**src/rtl/doodle_painter.sv**
```systemverilog
// rtl/doodle_painter.sv - two-stage pixel painter: player box and platform boxes over a background, double-buffered at frame edges
// Optional PAINTER_DEBUG_GRID_EN: 64-px white grid on background pixels.
module doodle_painter #(
  parameter int H_VIS_START    = 160,
  parameter int V_VIS_START    = 28,
  parameter int SPRITE_W       = 32,
  parameter int SPRITE_H       = 32,
  parameter int PLATFORM_COUNT = 4,
  parameter int PLATFORM_W     = 64,
  parameter int PLATFORM_H     = 8,
  localparam int IDX_W = (PLATFORM_COUNT > 1) ? $clog2(PLATFORM_COUNT) : 1
) (
  input  logic             clk,
  input  logic             rst,
  input  logic [10:0]      beam_x,
  input  logic [9:0]       beam_y,
  input  logic             valid,
  input  logic             switch_line,
  input  logic             switch_frame,
  input  logic             player_we,
  input  logic [9:0]       player_x,
  input  logic [9:0]       player_y,
  input  logic             plat_we,
  input  logic [IDX_W-1:0] plat_idx,
  input  logic             plat_en,
  input  logic [9:0]       plat_x,
  input  logic [9:0]       plat_y,
  output logic             red,
  output logic             green,
  output logic             blue,
  output logic             hsync,
  output logic             vsync,
  output logic             frame_start,
  output logic [15:0]      frame_count
);

  logic [9:0] pend_px, pend_py, act_px, act_py;
  logic [PLATFORM_COUNT-1:0] pend_en, act_en;
  logic [9:0] pend_x [PLATFORM_COUNT];
  logic [9:0] pend_y [PLATFORM_COUNT];
  logic [9:0] act_x  [PLATFORM_COUNT];
  logic [9:0] act_y  [PLATFORM_COUNT];

  logic        sf_prev;
  logic [10:0] s1_px;
  logic [9:0]  s1_py;
  logic        s1_valid, s1_hs, s1_vs;
  logic        frame_edge;
  logic        player_hit, plat_hit;
  logic [2:0]  rgb_nxt;

  assign frame_edge = switch_frame & ~sf_prev;

  // Box bounds are widened to 11 bits so boxes near the right/bottom edge clip instead of wrapping to 0.
  always_comb begin
    player_hit = (s1_px >= {1'b0, act_px}) && (s1_px < ({1'b0, act_px} + 11'(SPRITE_W)))
              && ({1'b0, s1_py} >= {1'b0, act_py}) && ({1'b0, s1_py} < ({1'b0, act_py} + 11'(SPRITE_H)));
    plat_hit = 1'b0;
    for (int i = 0; i < PLATFORM_COUNT; i++) begin
      if (act_en[i]
          && (s1_px >= {1'b0, act_x[i]}) && (s1_px < ({1'b0, act_x[i]} + 11'(PLATFORM_W)))
          && ({1'b0, s1_py} >= {1'b0, act_y[i]}) && ({1'b0, s1_py} < ({1'b0, act_y[i]} + 11'(PLATFORM_H))))
        plat_hit = 1'b1;
    end
    if (!s1_valid)      rgb_nxt = 3'b000;
    else if (player_hit) rgb_nxt = 3'b100;
    else if (plat_hit)   rgb_nxt = 3'b010;
`ifdef PAINTER_DEBUG_GRID_EN
    else if ((s1_px[5:0] == 6'd0) || (s1_py[5:0] == 6'd0)) rgb_nxt = 3'b111;
`endif
    else                 rgb_nxt = 3'b001;
  end

  always_ff @(posedge clk) begin
    if (rst) begin
      sf_prev     <= 1'b1;
      frame_start <= 1'b0;
      frame_count <= 16'd0;
      pend_px     <= '0;
      pend_py     <= '0;
      act_px      <= '0;
      act_py      <= '0;
      pend_en     <= '0;
      act_en      <= '0;
      for (int i = 0; i < PLATFORM_COUNT; i++) begin
        pend_x[i] <= '0;
        pend_y[i] <= '0;
        act_x[i]  <= '0;
        act_y[i]  <= '0;
      end
      s1_px    <= '0;
      s1_py    <= '0;
      s1_valid <= 1'b0;
      s1_hs    <= 1'b0;
      s1_vs    <= 1'b0;
      {red, green, blue} <= 3'b000;
      hsync    <= 1'b0;
      vsync    <= 1'b0;
    end else begin
      sf_prev     <= switch_frame;
      frame_start <= frame_edge;
      // Commit reads the old pending set; a same-cycle write only updates pending.
      if (frame_edge) begin
        frame_count <= frame_count + 16'd1;
        act_px      <= pend_px;
        act_py      <= pend_py;
        act_en      <= pend_en;
        for (int i = 0; i < PLATFORM_COUNT; i++) begin
          act_x[i] <= pend_x[i];
          act_y[i] <= pend_y[i];
        end
      end
      if (player_we) begin
        pend_px <= player_x;
        pend_py <= player_y;
      end
      if (plat_we) begin
        pend_en[plat_idx] <= plat_en;
        pend_x[plat_idx]  <= plat_x;
        pend_y[plat_idx]  <= plat_y;
      end
      s1_px    <= beam_x - 11'(H_VIS_START);
      s1_py    <= beam_y - 10'(V_VIS_START);
      s1_valid <= valid;
      s1_hs    <= switch_line;
      s1_vs    <= switch_frame;
      {red, green, blue} <= rgb_nxt;
      hsync    <= s1_hs;
      vsync    <= s1_vs;
    end
  end

endmodule

```
**config.mk**
```make
export PLATFORM = sky130hd
export DESIGN_NAME = doodle_painter
export DESIGN_NICKNAME = d
export VERILOG_FILES = /design/src/rtl/doodle_painter.sv
export SDC_FILE = /design/constraint.sdc
export NUM_CORES = 1
export LEC_CHECK = 0
export CAP_MARGIN = 30
export CORE_UTILIZATION = 60
export CTS_BUF_LIST = sky130_fd_sc_hd__clkbuf_8
export CTS_CLUSTER_SIZE = 10
export DETAILED_ROUTE_END_ITERATION = 16
export HOLD_SLACK_MARGIN = 0.05
export PLACE_DENSITY = 0.81
export SLEW_MARGIN = 20
export SYNTH_ARGS = -nofsm -noshare
export SYNTH_HDL_FRONTEND = slang
export SYNTH_SLANG_ARGS = --single-unit
```
**constraint.sdc**
```tcl
create_clock -name clk -period 4.3 [get_ports clk]
set_input_delay 0.86 -clock clk [delete_from_list [all_inputs] [get_ports clk]]
set_output_delay 0.86 -clock clk [all_outputs]
set_load 0.01 [all_outputs]
```
# Yosys cells after proc, flatten, opt, wreduce, memory -nomap -nowiden

Memories as Yosys holds them, arrays and structs flattened.
Index checks and enable logic that the tools add are counted.

Latch bits: 0
Flip-flop bits (word level): 95
Memory bits (writable): 160
Bits in read-only memories: 0
Input port bits: 71
Memories kept: 4
Output and inout port bits: 22

Multiply operators: 0
Order comparisons: 22
Reduce and logical (&&, ||, !) cells: 24
Shift-type cells: 0
Div/mod/pow operators: 0
Equal/unequal tests: 0
Add/sub/neg operators: 13
Multiplexer cells: 31
Bitwise logic cells: 11

Memories:

| name   | words | bits a word | read ports | clocked after memory_dff | write ports | RTL line | RTL |
|---|---|---|---|---|---|---|---|
| act_x  | 4     | 10          | 4          | 0                        | 4           | 41       | `logic [9:0] act_x [PLATFORM_COUNT];` |
| act_y  | 4     | 10          | 4          | 0                        | 4           | 42       | `logic [9:0] act_y [PLATFORM_COUNT];` |
| pend_x | 4     | 10          | 4          | 0                        | 4           | 39       | `logic [9:0] pend_x [PLATFORM_COUNT];` |
| pend_y | 4     | 10          | 4          | 0                        | 4           | 40       | `logic [9:0] pend_y [PLATFORM_COUNT];` |

Operators by type and width:

| cell                    | number |
|---|---|
| $mux W10                | 10 |
| $ge A11 B10 Y1          | 5 |
| $lt A10 B11 Y1          | 5 |
| $lt A11 B11 Y1          | 5 |
| $ge A10 B10 Y1          | 5 |
| $add A10 B4 Y11 const B | 4 |
| $add A10 B7 Y11 const B | 4 |
| $add A10 B6 Y11 const B | 2 |
| $logic_and A1 B1 Y1     | 20 |
| $reduce_or A10 Y1       | 2 |
| $add A16 B1 Y16 const B | 1 |
| $mux W1                 | 15 |
| $sub A11 B8 Y11 const B | 1 |
| $sub A10 B5 Y10 const B | 1 |
| $or A1 B1 Y1            | 8 |
| $mux W2                 | 3 |
| $bwmux W4               | 1 |
| $lt A2 B3 Y1 const B    | 1 |
| $mux W3                 | 1 |
| $reduce_or A3 Y1        | 1 |
| $demux W1 S2            | 1 |
| $ge A2 B1 Y1 const B    | 1 |
| $not A1 Y1              | 2 |
| $reduce_or A2 Y1        | 1 |
| $and A1 B1 Y1           | 1 |

# Logic depth before layout (Yosys ltp)

An unclocked memory read counts as a cell.

Depth after elaboration: 12
Gate-level depth with buffers: 12
Mapped depth without buffers: 12

# Worst setup path before layout

Ideal clock, no wire load.

Path kind: input -> register
From: in rst
To: mem act_x[0][0], enable pin
Data required time: 3.848 ns
Slack: 0.493 ns
Arrival: 3.355 ns
Stages on the path: 3
Path buffers: 2
Cells stage by stage: clkbuf_1 clkbuf_1 nand2b_1

RTL lines:

| what        | RTL line | RTL |
|---|---|---|
| from (decl) | 14       | `input logic rst,` |
| to (decl)   | 41       |  |

==> summary.txt <==
Power and ir drop
  – Leakage Power: 6.64 nW
  – Flop pwr share: 0.506
  – PD cells: 357 nW/um^2
  – Psw: 0.00144 W
  – Switching portion of total power: 0.255
  – Internal power: 0.00421 W
  – Clk network pwr share: 0.366
  – Worst IR Drop VDD: 0.243 mV
  – Logic pwr share: 0.127

Synthesis
  – Top FF cell, synth: edfxtp_1
  – Synth top area cells: edfxtp_1 (35%), ha_1 (16%), dfxtp_1 (14%)
  – Syn. warnings: 0
  – Synth Area per Inst: 10.3 um^2
  – Post-synth top area cell: edfxtp_1
  – Sequential element share of the synthesized area: 0.489
  – Cell count after synthesis: 1,330
  – Yosys reg bits: 255
  – Synth top area share: 0.350
  – Syn Nets: 1,573
  – EDFF count, synth: 160
  – Synthesized area: 13,700 um^2
  – Netlist cell types: 55
  – Asr flop ratio synth: 0

STA
  – Highest Clock Rate: 0.372 GHz
  – RSZ-0062 raised after global routing: no
  – Post-layout min period: 2690 ps
  – Setup TNS: 0 ps
  – # setup viols final: 0
  – Final slew viol count: 0
  – Relative slew slack: 0.412
  – Slew @ Worst Pin: 882 ps
  – Period utilization: 0.626
  – Setup Skew: 27.3 ps
  – Final Hold Vio Count: 0

Route
  – Vias per std cell: 5.45
  – Initial DRC Count: 719
  – DRC Markers: 0
  – Via Count: 9,560
  – Final WL: 28,400 um
  – First-pass detailed-route iteration total: 5
  – Wirelength per Cell: 16.2 um
  – Post-route ant nets: 0

Clock network
  – Htree depth: 2
  – CTS tree: yes
  – Setup Buffers After CTS: 0
  – # hold bufs at CTS: 0
  – Later-pin clock latency in the skew report: 550 ps
  – CTS root buf: clkbuf_8
  – CTS Sinks: 255
  – Clock Pin Slew Worst Setup and Hold Paths: 60 ps
  – Resized Gates After CTS: 0
  – Longest Clk Path Bufs: 3
  – TritonCTS Buffers: 42

Layout
  – Commonest non-fill, non-tap cell in the layout: ha_1
  – Most frequent cells in the layout: ha_1 (172), edfxtp_1 (160), inv_1 (144)
  – Layout cells sized above 1: 0.0570
  – N_diodes: 0
  – Nets@finish: 1,685
  – Fin area: 15,800 um^2
  – Syn-to-layout area delta: 15.4%

Die
  – Die H: 153 um
  – Core area: 22,100 um^2
  – Initial Util: 0.621
  – Row cnt: 54
  – Die area: 23,500 um^2
  – # IOs: 93
  – Chip Width: 153 um

Global route
  – GRT Overall Usage: 0.245
  – Vias in the first global route: 9,447
  – First-pass GRT wire length: 45,600 um
  – Gr ovfl total: 0
  – Initial antenna violation count: 1
  – Largest net degree at the start of global routing: 89

Worst setup path
  – Crit path kind: flop to flop
  – Worst Path Required: 4710 ps
  – Crit end category: flop
  – Crit start category: flop
  – Crit path max fanout: 4
  – Critical Path AT: 3100 ps

Placement
  – Post-detail-place hpwl: 20,900 um
  – Routability congestion estimate: 0.893
  – Number of port buffers: 92
  – Placed inst area: 14,900 um^2

Job
  – MaxCap Viol Count: 0

Hold path
  – Worst hold-check path type: flop to flop

Status
  – Run status: completed
[metrics by stage]
stage	power, W	hold slack (ps)	utilization	std cells	worst slack, ps
final	0.00565	454	0.716	1753	1610
after global routing	0.00589	465	0.716	1753	1420
after CTS	0.00567	452	0.713	1748	1620
after detailed placement	0.00362	445	0.675	1673	1350
after global placement	0.00358	421	0.675	1672	1420
after floorplan	0.00335	414	-	1330	493
[cells in the mapped netlist, drive strengths merged (2+ instances only)]
library cell / count
a2111oi: 5
a211o: 8
a211oi: 12
a21o: 16
a21oi: 64
a221oi: 2
a31oi: 7
and2: 82
and3: 7
and4: 3
clkbuf: 34
dfxtp: 95
edfxtp: 160
ha: 172
inv: 140
mux2i: 24
nand2: 92
nand2b: 20
nand3: 42
nand3b: 3
nand4: 10
nor2: 136
nor2b: 28
nor3: 13
nor3b: 3
nor4: 5
nor4b: 2
o2111ai: 6
o211ai: 8
o21a: 10
o21ai: 35
o21bai: 2
o22ai: 3
o31ai: 3
o41ai: 2
or2: 3
or3: 4
xnor2: 46
xor2: 11
[routing by layer]
metal,up-vias,track usage,share of wire
li1,4846,-,-
met1,4405,0.322,0.46
met2,245,0.402,0.46
met3,62,0.0482,0.058
met4,2,0.0899,0.022
met5,-,0,0.00035
[flip-flops by register name, summed over array words and instances (netlist names), 4 cells and up]
signal,flops
pend_py,10
act_y,40
act_en,4
act_py,10
pend_en,4
act_px,10
frame_count,16
pend_px,10
act_x,40
s1_py,10
pend_x,40
s1_px,11
pend_y,40
[power groups by stage]
stage | sequential [W] | combinational (W) | clock [W]
2_1_floorplan | 0.00286 | 0.000496 | 0
3_3_place_gp | 0.00291 | 0.000675 | 0
3_5_place_dp | 0.00291 | 0.000707 | 0
4_1_cts | 0.00286 | 0.000713 | 0.00210
5_1_grt | 0.00287 | 0.000819 | 0.00220
6_report | 0.00286 | 0.000719 | 0.00207
[critical path: stages, from the launching register on]
cell      delay [ps]
edfxtp_1         430
ha_1             250
and3_1           170
nand3_1          100
xnor2_1          130
ha_1             270
and3_1           200
a221oi_1         380
nand2b_1          90
o21ai_0          230
nand4_1          170
nor4bb_1         180
[layout make-up]
type                    count  area [um^2]
clock buffers              50          688
clock inverters            25          150
fillers                  1591         6260
inverters                 141          529
multi-input cells         899         6360
flip-flops and latches    255         6710
well taps                 280          350
repair buffers            103         1040
[final timing paths]
check,slack (ps),cells after the start,startpoint,endpoint
setup / recovery,1610,11,act_y[0][3]$_SDFFCE_PN0P_,blue$_SDFF_PP0_
hold / removal,450,2,pend_py[6]$_SDFFE_PP0P_,act_py[6]$_SDFFE_PP0P_
setup reg to reg,1610,11,act_y[0][3]$_SDFFCE_PN0P_,blue$_SDFF_PP0_
hold reg to reg,450,2,pend_py[6]$_SDFFE_PP0P_,act_py[6]$_SDFFE_PP0P_
[cells by family (layout without fill, tap and decap cells)]
family | Yosys count | after routing | share of synthesized area
DFF | 255 | 255 | 0.489
AOI/OAI and AO/OA | 191 | 191 | 0.0892
adders and majority gates | 172 | 172 | 0.157
and+or+nand+nor | 455 | 455 | 0.163
xor gates and xnor gates | 57 | 57 | 0.0364
muxes | 24 | 24 | 0.0175
buffers and inverters | 176 | 319 | 0.0482
Note: power is estimated with default switching activity, not from simulation.
